### src/rtl/fetch_controller.sv
// -----------------------------------------------------------------------------
// fetch_controller
//
// Instruction-fetch front end. It owns the program counter and keeps at most
// one request outstanding to instruction memory. Each fetched word is held
// for decode until decode accepts it. A taken branch/jump from execute
// (redirect) flushes any in-flight or held fetch and restarts fetching at
// the new target.
//
// Handshakes (strict valid/ready semantics):
//   - mem_req/mem_gnt   : a request is accepted in the cycle where both are 1.
//                         While mem_req=1 and not yet granted, mem_addr is held
//                         stable. Exactly one mem_rvalid pulse returns for each
//                         accepted request, at the earliest one cycle later.
//   - if_valid/if_ready : an instruction transfers in the cycle where both are
//                         1 and redirect_valid=0. While if_valid=1 and no
//                         transfer happens, if_instr and if_pc stay stable.
//                         A redirect in that cycle flushes the word instead.
//
// Ports:
//   clk, rst              clock, asynchronous active-high reset
//   mem_req, mem_addr     fetch request and address (mem_addr is the pc)
//   mem_gnt               memory accepts the request this cycle
//   mem_rvalid, mem_rdata read response
//   if_valid, if_ready    instruction handshake towards decode
//   if_instr, if_pc       held instruction word and its address
//   redirect_valid/target branch/jump restart; target[1:0] are ignored
//   fetch_count           completed decode transfers (wraps at 2^32)
//   dbg_state             current controller state, for observation only
// -----------------------------------------------------------------------------
module fetch_controller #(
  parameter logic [31:0] RESET_PC = 32'h0000_0000
) (
  input  logic        clk,
  input  logic        rst,
  output logic        mem_req,
  output logic [31:0] mem_addr,
  input  logic        mem_gnt,
  input  logic        mem_rvalid,
  input  logic [31:0] mem_rdata,
  output logic        if_valid,
  input  logic        if_ready,
  output logic [31:0] if_instr,
  output logic [31:0] if_pc,
  input  logic        redirect_valid,
  input  logic [31:0] redirect_target,
  output logic [31:0] fetch_count,
  output logic [2:0]  dbg_state
);

  typedef enum logic [2:0] {
    S_IDLE = 3'd0,  // one quiet cycle after reset
    S_REQ  = 3'd1,  // presenting a request at pc
    S_WAIT = 3'd2,  // request accepted, waiting for its response
    S_HOLD = 3'd3,  // word held for decode
    S_DROP = 3'd4   // response still owed, but the fetch was redirected away
  } state_e;

  state_e      state_q, state_d;
  logic [31:0] pc_q, pc_d;
  logic [31:0] if_instr_q, if_instr_d;
  logic [31:0] if_pc_q, if_pc_d;
  logic [31:0] fetch_count_q, fetch_count_d;

  // Instructions are word aligned, so the low target bits are forced to zero.
  logic [31:0] target_aligned;
  logic        unused_target_bits;

  assign target_aligned     = {redirect_target[31:2], 2'b00};
  assign unused_target_bits = ^redirect_target[1:0];

  // ---------------------------------------------------------------------------
  // State register
  // ---------------------------------------------------------------------------
  always_ff @(posedge clk or posedge rst) begin
    if (rst) begin
      state_q       <= S_IDLE;
      pc_q          <= RESET_PC;
      if_instr_q    <= 32'h0;
      if_pc_q       <= 32'h0;
      fetch_count_q <= 32'h0;
    end else begin
      state_q       <= state_d;
      pc_q          <= pc_d;
      if_instr_q    <= if_instr_d;
      if_pc_q       <= if_pc_d;
      fetch_count_q <= fetch_count_d;
    end
  end

  // ---------------------------------------------------------------------------
  // Next-state and output logic. A redirect always wins over memory
  // acceptance and decode transfer in the same cycle.
  // ---------------------------------------------------------------------------
  always_comb begin
    state_d       = state_q;
    pc_d          = pc_q;
    if_instr_d    = if_instr_q;
    if_pc_d       = if_pc_q;
    fetch_count_d = fetch_count_q;
    mem_req       = 1'b0;
    if_valid      = 1'b0;

    unique case (state_q)
      S_IDLE: begin
        state_d = S_REQ;
      end

      S_REQ: begin
        // The request is withdrawn in a redirect cycle so memory never
        // accepts a fetch from the path being abandoned.
        mem_req = !redirect_valid;
        if (redirect_valid) begin
          pc_d = target_aligned;
        end else if (mem_gnt) begin
          state_d = S_WAIT;
        end
      end

      S_WAIT: begin
        if (mem_rvalid && !redirect_valid) begin
          if_instr_d = mem_rdata;
          if_pc_d    = pc_q;
          pc_d       = pc_q + 32'd4;
          state_d    = S_HOLD;
        end else if (mem_rvalid && redirect_valid) begin
          // Response arrives together with the redirect: nothing is owed any
          // more, so fetching can restart immediately.
          pc_d    = target_aligned;
          state_d = S_REQ;
        end else if (redirect_valid) begin
          // The response is still owed; it must be swallowed before a new
          // request goes out, otherwise it would be mistaken for the new one.
          pc_d    = target_aligned;
          state_d = S_DROP;
        end
      end

      S_DROP: begin
        if (redirect_valid) begin
          pc_d = target_aligned;
        end
        if (mem_rvalid) begin
          state_d = S_REQ;
        end
      end

      S_HOLD: begin
        if_valid = 1'b1;
        if (redirect_valid) begin
          pc_d    = target_aligned;
          state_d = S_REQ;
        end else if (if_ready) begin
          fetch_count_d = fetch_count_q + 32'd1;
          state_d       = S_REQ;
        end
      end

      default: begin
        state_d = S_IDLE;
      end
    endcase
  end

  assign mem_addr    = pc_q;
  assign if_instr    = if_instr_q;
  assign if_pc       = if_pc_q;
  assign fetch_count = fetch_count_q;
  assign dbg_state   = state_q;

endmodule

### config.mk
export PLATFORM = sky130hd
export DESIGN_NAME = fetch_controller
export DESIGN_NICKNAME = d
export VERILOG_FILES = /design/src/rtl/fetch_controller.sv
export SDC_FILE = /design/constraint.sdc
export NUM_CORES = 1
export LEC_CHECK = 0
export ABC_AREA = 1
export CAP_MARGIN = 20
export CORE_MARGIN = 3
export CORE_UTILIZATION = 48
export CTS_CLUSTER_SIZE = 40
export DETAILED_ROUTE_END_ITERATION = 8
export PLACE_DENSITY = 0.89
export SYNTH_ARGS = -nofsm -noshare
export SYNTH_HDL_FRONTEND = slang
export SYNTH_SLANG_ARGS = --single-unit
### constraint.sdc
create_clock -name clk -period 4.7 [get_ports clk]
set_input_delay 0.47 -clock clk [delete_from_list [all_inputs] [get_ports clk]]
set_output_delay 0.47 -clock clk [all_outputs]
set_load 0.005 [all_outputs]
; After elaboration in Yosys (flattened, before gate mapping)
; Cells that the tools add are included.
[op_classes]
addsub = 2
n_eq_ne = 9
mux = 15
bitwise_logic = 1
reduce_logical = 9
[op_table]
columns = cell, n
row1 = 32-bit two-way mux, 3
row2 = 32-bit case mux with 2 select lines, 1
row3 = 32-bit by 1-bit adder with 32-bit output (second input constant), 1
row4 = 32-bit by 3-bit adder with 32-bit output (second input constant), 1
row5 = 3-bit two-way mux, 8
row6 = 3-bit case mux with 5 select lines, 1
row7 = 3-bit by 2-bit equality test with 1-bit output (second input constant), 2
row8 = 2-bit inequality test (second input constant), 3
row9 = 5-bit AND reduction, 1
row10 = 4-bit inequality test (second input constant), 1
row11 = 3-bit by 1-bit equality test with 1-bit output (second input constant), 1
row12 = 3-bit equality test (second input constant), 1
row13 = 3-bit zero test, 1
row14 = 3-bit inequality test (second input constant), 1
row15 = 3-bit AND reduction, 1
row16 = 3-bit OR reduction, 1
row17 = 1-bit logical AND, 2
row18 = 1-bit two-way mux, 2
row19 = 2-bit AND reduction, 1
row20 = 2-bit nonzero test, 1
row21 = 1-bit zero test, 1
row22 = 1-bit NOT, 1
[totals]
reg_bits = 131
in_bits = 70
wordCells = 41

; Logic depth before layout (Yosys ltp)
; Gate-level depths: netlist of the first run.
[logic_depth]
ltp_word = 4
depth_mapped = 11

; Least setup slack after synthesis of the first run
; OpenSTA, ideal clock, no wires.
[synth_timing]
kind = register -> register
from = register fetch_count_q[0], in the netlist fetch_count[0]
to = register fetch_count_q[22], in the netlist fetch_count[22]
arrival_time_ns = 1.430
required_time_ns = 4.583
slack_ns = 3.153
stages_incl_launch_ff = 11
path_buffers = 0
period_less_slack_ns = 1.547
cell_sequence = dfrtp_1 -> ha_1 -> inv_1 -> nor3_2 -> nand2_1 -> nor2_1 -> nand2_1 -> inv_1 -> nand3_1 -> nand2_1 -> nand2_1
[synth_via]
elab_chain_len = 1
[synth_rtl]
columns = item, line
row1 = start: declaration, 63  ; logic [31:0] fetch_count_q, fetch_count_d;
row2 = start signal: assignment, 87  ; fetch_count_q <= fetch_count_d;
row3 = 32-bit by 1-bit adder with 32-bit output, 154  ; fetch_count_d = fetch_count_q + 32'd1;
; No other way between the ends.
; A chain may end at the register's enable or synchronous reset.

; Final worst setup path of the first run
[layout_timing]
from = input redirect_valid
to = register if_pc_q[15], in the netlist if_pc[15]
[layout_via]
elab_chain_len = 3
[layout_rtl]
columns = item, line
row1 = start: declaration, 45  ; input logic redirect_valid,
row2 = 1-bit zero test, 121  ; if (mem_rvalid && !redirect_valid) begin
row3 = 1-bit logical AND, 121
row4 = 2-bit AND reduction (no source line), --
row5 = end signal: assignment, 86  ; if_pc_q <= if_pc_d;
row6 = end: declaration, 62  ; logic [31:0] if_pc_q, if_pc_d;
; No other way between the ends.

==> results of run 1 <==
==> sequential cells by signal, indices dropped and copies added (netlist names) <==
name / flops
mem_addr: 32
fetch_count: 32
if_pc: 32
if_instr: 32
dbg_state: 3
==> power by group <==
part	total (uW)	switching, uW	internal [uW]	leakage [uW]
clock	1480	506	969	0.000327
sequential	1900	372	1530	0.00166
combinational	2200	1110	1080	0.00261
==> final timing paths <==
path | endpoint
worst max-delay path | if_pc[15]
worst min-delay path | if_instr[21]
worst max register to register | mem_addr[26]
worst min register to register | if_instr[21]
max in group asynchronous | if_instr[17]
min in group asynchronous | if_instr[11]
==> cells by family (layout without fill, tap and decap cells) <==
logic type | after synthesis | in the layout | share of synthesized area, %
xor+xnor | 18 | 18 | 2.22
compound gates | 99 | 99 | 7.64
simple gates | 623 | 623 | 35.7
buf+inv | 125 | 328 | 7.94
flops | 131 | 131 | 46.1
fa+ha+maj | 2 | 2 | 0.352
==> per-stage QoR <==
| stage | area [um2] | cells | hold slack, ps | power, uW |
|---|---|---|---|---|
| 2_1_floorplan | 7100 | 998 | 465 | 2940 |
| 3_3_place_gp | 9150 | 1349 | 452 | 4020 |
| 3_5_place_dp | 9150 | 1349 | 458 | 4100 |
| 4_1_cts | 9810 | 1381 | 473 | 5600 |
| 5_1_grt | 9810 | 1381 | 492 | 5940 |
| 6_report | 9810 | 1381 | 466 | 5580 |
==> routing by layer <==
layer / GRT usage (%) / up-vias
met3: 6.21 / 60
met2: 41.5 / 366
li1: - / 3525
met4: 10.9 / 0
met1: 34.1 / 3379
met5: 0 / -
==> critical path, cell delays in order <==
cell and delay (ps):
buf_2 660, inv_2 210, nand2_1 110, nand3b_4 380, nor2_4 70, inv_2 580
buf_4 390, nand2_1 90, o21ai_1 90
==> cell type report <==
type                            count  share of cell area, %
Tap cell                          180                   2.30
Sequential cell                   131                   33.4
Inverter                           92                   3.55
Timing Repair Buffer              204                   20.8
Clock buffer                       19                   4.62
Clock inverter                     13                   2.09
Multi-Input combinational cell    742                   33.2
==> synth_stat cells (all sizes together) <==
cell type and n:
a21oi 8, buf 27, clkbuf 6, dfrtp 131
ha 2, inv 92, nand2 422, nand3 55
nand3b 10, nand4 11, nor2 115, nor3 9
nor4 1, o211ai 18, o21ai 72, o21bai 1
xnor2 3, xor2 15
==> layout by cell type, fill, tap and decap left out, types with 2 or more instances in the layout <==
cell / n
nor2_4: 3
o21ai_0: 46
clkbuf_8: 2
nand3_1: 54
inv_2: 5
buf_4: 3
clkinv_4: 3
inv_1: 86
clkdlybuf4s50_1: 199
nor3_1: 8
ha_1: 2
nand2_1: 422
nand3b_1: 9
o21ai_1: 26
dfrtp_1: 131
bufinv_16: 5
o211ai_1: 18
a21oi_1: 8
xnor2_1: 3
nor2_1: 110
clkbuf_16: 17
clkinv_2: 4
nor2_2: 2
xor2_1: 15
nand4_1: 11
==> key figures, run 1 <==
Status
  • Status: completed

Route
  • DRC Markers: 0
  • Initial drt markers: 746
  • First-pass iteration count of the detailed router: 6
  • Routed Antenna Nets: 0
  • Highest Signal Layer: met4
  • Routed via count: 7330
  • WL met1: 8710 um
  • Total Wirelength: 21300 um
  • Routed WL per cell: 15.4 um
  • Met2 wire len: 10000 um
  • Via density: 5.31
  • Routed length on met3: 1850 um

Timing
  • Final Hold Viols: 0
  • Setup-failing EPs final: 0
  • Slew HR: 28.8%
  • Setup slack after layout: 1950 ps
  • Slew Limit Fails: 0
  • Final worst path period share: 58.5%
  • RSZ-0062 raised after global routing: no
  • Worst clock skew: 6.87 ps
  • Worst-margin pin slew: 1070 ps
  • Final setup TNS: 0 ps
  • Crit path time final: 2750 ps
  • Fmax: 364 MHz

Critical path
  • FF-to-FF Start: dbg_state[1]
  • Startpoint types: input pin
  • Setup CP Type: in -> reg
  • FF-to-FF setup slack: 2150 ps
  • Worst R2R Path Depth: 9
  • Worst-path fanout max: 49
  • Launch point of the worst path: redirect_valid
  • Crit path arrival time: 3090 ps
  • CP Capture Type: register
  • Req. time, crit path: 5040 ps

Synth
  • Sequential-to-total area share from yosys stat: 46.1%
  • Yosys reg bits: 131
  • Syn Area/Cell: 7.12 um2
  • Cells after synthesis: 998
  • Syn Nets: 1070
  • Area fraction of the dominant cell type after synthesis: 46.1%
  • Synth top area cells: dfrtp_1 (46%), nand2_1 (22%), nor2_1 (5.8%)
  • Post-synthesis cell area: 7100 um2
  • Netlist cell types: 28
  • Post-synth top area cell: dfrtp_1
  • Yosys Warn Count: 0

Final layout
  • Final Core Density: 69.3%
  • Final net count: 1260
  • Area Overhead vs Synth: 38.1%
  • Storage element area: 3280 um2
  • Area of the multi-input gates: 3260 um2
  • Layout fillers: 1149
  • Fraction of layout cells with a size suffix above 1: 4.25%
  • Number of antenna diodes: 0

Clocking
  • Worst skew pair latency: 420 ps
  • CTS tree: yes
  • Clock Sinks: 131
  • CTS Buffer Depth: 2
  • Total number of H-tree levels: 4
  • Root Driver: clkbuf_16
  • CTS Hold Bufs: 0
  • Number of CTS-inserted buffers: 17
  • Clock transition at path regs: 60 ps
  • CTS resizes: 0
  • Postcts setup bufs: 0

Floorplanning
  • Die X-Extent: 128 um
  • Height of the die: 128 um
  • Die area: 16300 um2
  • Starting density of the core: 50.2%
  • Floorplan row count: 43
  • I/O pin count: 203
  • CORE AREA: 14100 um2

Global routing
  • Largest net degree at the start of global routing: 79
  • Number of global-route vias before repair: 7010
  • Initial antenna violation count: 0
  • GRT Residual Overflow: 0
  • Gr usage total: 26.0%
  • First-pass GRT wire length: 34200 um

Worst hold path
  • Hold depth: 2
  • Hold Path Class: reg -> reg
  • Min-delay src: if_instr[21]

Placement
  • Post-Place Setup Slack: 1570 ps
  • Routability cong.: 0.945
  • Port buffer count: 200
  • Placed wire-length estimate: 15000 um

Power
  • Peak VDD IR: 0.000263 V
  • Power Dens Cells: 568 nW/um2
  • Leak: 0.00460 uW

Flow run
  • Max-cap check violation count: 0
No activity file was read; power rests on OpenSTA's default activity.
==> run 2, diff against run 1 <==
--- a/config.mk
+++ b/config.mk
@@ -8,10 +8,10 @@
 export ABC_AREA = 1
 export CAP_MARGIN = 20
 export CORE_MARGIN = 3
-export CORE_UTILIZATION = 48
+export CORE_UTILIZATION = 44
 export CTS_CLUSTER_SIZE = 40
 export DETAILED_ROUTE_END_ITERATION = 8
-export PLACE_DENSITY = 0.89
+export PLACE_DENSITY = 0.87
 export SYNTH_ARGS = -nofsm -noshare
 export SYNTH_HDL_FRONTEND = slang
 export SYNTH_SLANG_ARGS = --single-unit
==> constraint.sdc (replaced) <==
create_clock -name clk -period 2.45 [get_ports clk]
set_input_delay 0.245 -clock clk [delete_from_list [all_inputs] [get_ports clk]]
set_output_delay 0.245 -clock clk [all_outputs]
set_load 0.005 [all_outputs]
==> run 2 against run 1 <==
Compared with the run above: via count down 0.89%; sequential cell count unchanged; final area up 0.46%; critical path depth down 6; worst setup slack worse by 1700 ps.
==> key figures, run 2 (synthesized netlist as in run 1, its figures left out) <==
Status
  • Status: completed

Final layout
  • Layout Cells excl Fill: 1419 (+2.8%)
  • Most common cell after layout, fill and taps aside: nand2_1
  • Number of antenna diodes: 0 (unchanged)
  • Fraction of layout cells with a size suffix above 1: 4.72% (+0.47 points)
  • Post-route cell area: 9860 um2 (+0.46%)
  • Layout fillers: 1350 (+17%)
  • Final net count: 1267 (+0.56%)
  • Most frequent cells in the layout: nand2_1 (422), clkdlybuf4s50_1 (200), dfrtp_1 (131)
  • Area Overhead vs Synth: 38.7%

Critical path
  • CP cell instances: inv_1 > nor4_1 > clkdlybuf4s50_1
  • Max incr delay on CP: 590 ps (-70 ps)
  • Crit path arrival time: 1970 ps (-1120 ps)
  • Crit-path slowest cell: clkdlybuf4s50_1
  • Req. time, crit path: 2200 ps (-2840 ps)
  • Setup CP Type: reg -> out
  • Worst-path fanout max: 5 (-90%)
  • Startpoint types: register
  • CP Capture Type: output port

Timing
  • Tightest hold margin: 321 ps (-145 ps)
  • Fmax: 452 MHz
  • Crit path time final: 2210 ps
  • Worst clock skew: 8.83 ps (+1.96 ps)
  • Final setup TNS: 0 ps (unchanged)
  • Slew Limit Fails: 0 (unchanged)
  • Final Hold Viols: 0 (unchanged)
  • Setup-failing EPs final: 0 (unchanged)
  • Slew HR: 60.0% (+31 points)
  • Final worst path period share: 90.3%
  • RSZ-0062 raised after global routing: no
  • Worst-margin pin slew: 600 ps (-467 ps)

Placement
  • Placed cell count: 1387 (+2.8%)
  • Cell Area, Placed: 9260 um2 (+1.2%)
  • Routability cong.: 0.974 (+3.0%)
  • Placed wire-length estimate: 15700 um (+4.8%)
  • Port buffer count: 200 (unchanged)

Global routing
  • Number of global-route vias before repair: 7095 (+1.2%)
  • Initial antenna violation count: 1 (+1)
  • GRT Residual Overflow: 0 (unchanged)
  • Largest net degree at the start of global routing: 85 (+7.6%)
  • First-pass GRT wire length: 35700 um (+4.2%)
  • Gr usage total: 24.7% (-1.3 points)

Floorplanning
  • Die area: 17700 um2 (+8.7%)
  • I/O pin count: 203 (unchanged)
  • Height of the die: 133 um (+4.2%)
  • Die X-Extent: 133 um (+4.2%)
  • CORE AREA: 15500 um2 (+9.4%)
  • Starting density of the core: 45.9% (-4.3 points)
  • Floorplan row count: 45 (+4.7%)

Clocking
  • CTS Buffer Depth: 2 (unchanged)
  • CTS Hold Bufs: 0 (unchanged)
  • Root Driver: clkbuf_16
  • CTS tree: yes
  • CTS resizes: 0 (unchanged)
  • Clock transition at path regs: 60 ps (about the same)
  • Total number of H-tree levels: 4 (unchanged)
  • Number of CTS-inserted buffers: 17 (unchanged)
  • Postcts setup bufs: 0 (unchanged)
  • Clock Sinks: 131 (unchanged)
  • Worst skew pair latency: 420 ps (about the same)

Route
  • Via density: 5.12 (-3.5%)
  • Routed WL per cell: 15.0 um (-2.5%)
  • Routed Antenna Nets: 0 (unchanged)
  • DRC Markers: 0 (unchanged)
  • First-pass iteration count of the detailed router: 5 (-1)
  • Total Wirelength: 21300 um (+0.15%)
  • Routed via count: 7265 (-0.89%)
  • Initial drt markers: 665 (-11%)

Worst hold path
  • Hold Path Class: in -> async

Power
  • Peak VDD IR: 0.000533 V (+100%)
  • Leak: 0.00458 uW (-0.44%)
  • Power Dens Cells: 1060 nW/um2 (+87%)

Flow run
  • Max-cap check violation count: 0 (unchanged)
## run 2: stage by stage
step / util (%) / setup WS [ps] / power (uW)
5_1_grt: 63.7 / 107 / 11200
3_3_place_gp: 59.8 / 344 / 7780
6_report: 63.7 / 239 / 10500
4_1_cts: 63.7 / 241 / 10500
2_1_floorplan: - / 582 / 5630
3_5_place_dp: 59.8 / 293 / 7930
## run 2: layout make-up
class	instances	area, um2	share of cell area (%)
flip-flops and latches	131	3280	33.3
multi-input cells	742	3260	33.1
repair buffers	211	2110	21.4
clock buffers	18	439	4.46
inverters	92	349	3.54
well taps	211	264	2.68
clock inverters	14	154	1.56
## run 2: worst paths after layout
check,start,end,slack [ps],cells after the start
min in group clk,mem_rdata[27],if_instr[27],350,3
worst min register to register,if_instr[20],if_instr[20],470,2
max in group asynchronous,rst,if_instr[16],1640,3
worst max-delay path,dbg_state[0],mem_req,240,3
worst min-delay path,rst,fetch_count[12],320,3
worst max register to register,dbg_state[0],mem_addr[18],310,10
## run 2: metal layers
metal	part of all wire (%)	routed length, um	vias up	track usage (%)
li1	-	-	3537	-
met1	42	8950	3407	32.4
met2	48	10200	281	40.7
met3	7.5	1590	38	5.82
met4	2.3	495	2	7.85
met5	0.061	13	-	0
## run 2: power by group
part | switching, uW | internal, uW
clock | 1010 | 1530
combinational | 2160 | 2120
sequential | 715 | 2930
total | 3890 | 6580
## run 2: critical path, delay by kind of cell (launching register included)
kind	cells	cell delay [ps]
flops	1	450
simple gates	1	350
buf+inv	2	740
==> run 3, diff against run 2 <==
--- a/config.mk
+++ b/config.mk
@@ -11,6 +11,7 @@
 export CORE_UTILIZATION = 44
 export CTS_CLUSTER_SIZE = 40
 export DETAILED_ROUTE_END_ITERATION = 8
+export GPL_TIMING_DRIVEN = 1
 export PLACE_DENSITY = 0.87
 export SYNTH_ARGS = -nofsm -noshare
 export SYNTH_HDL_FRONTEND = slang
==> results of run 3 <==
Final layout, timing and power as in run 2 (identical DEF).
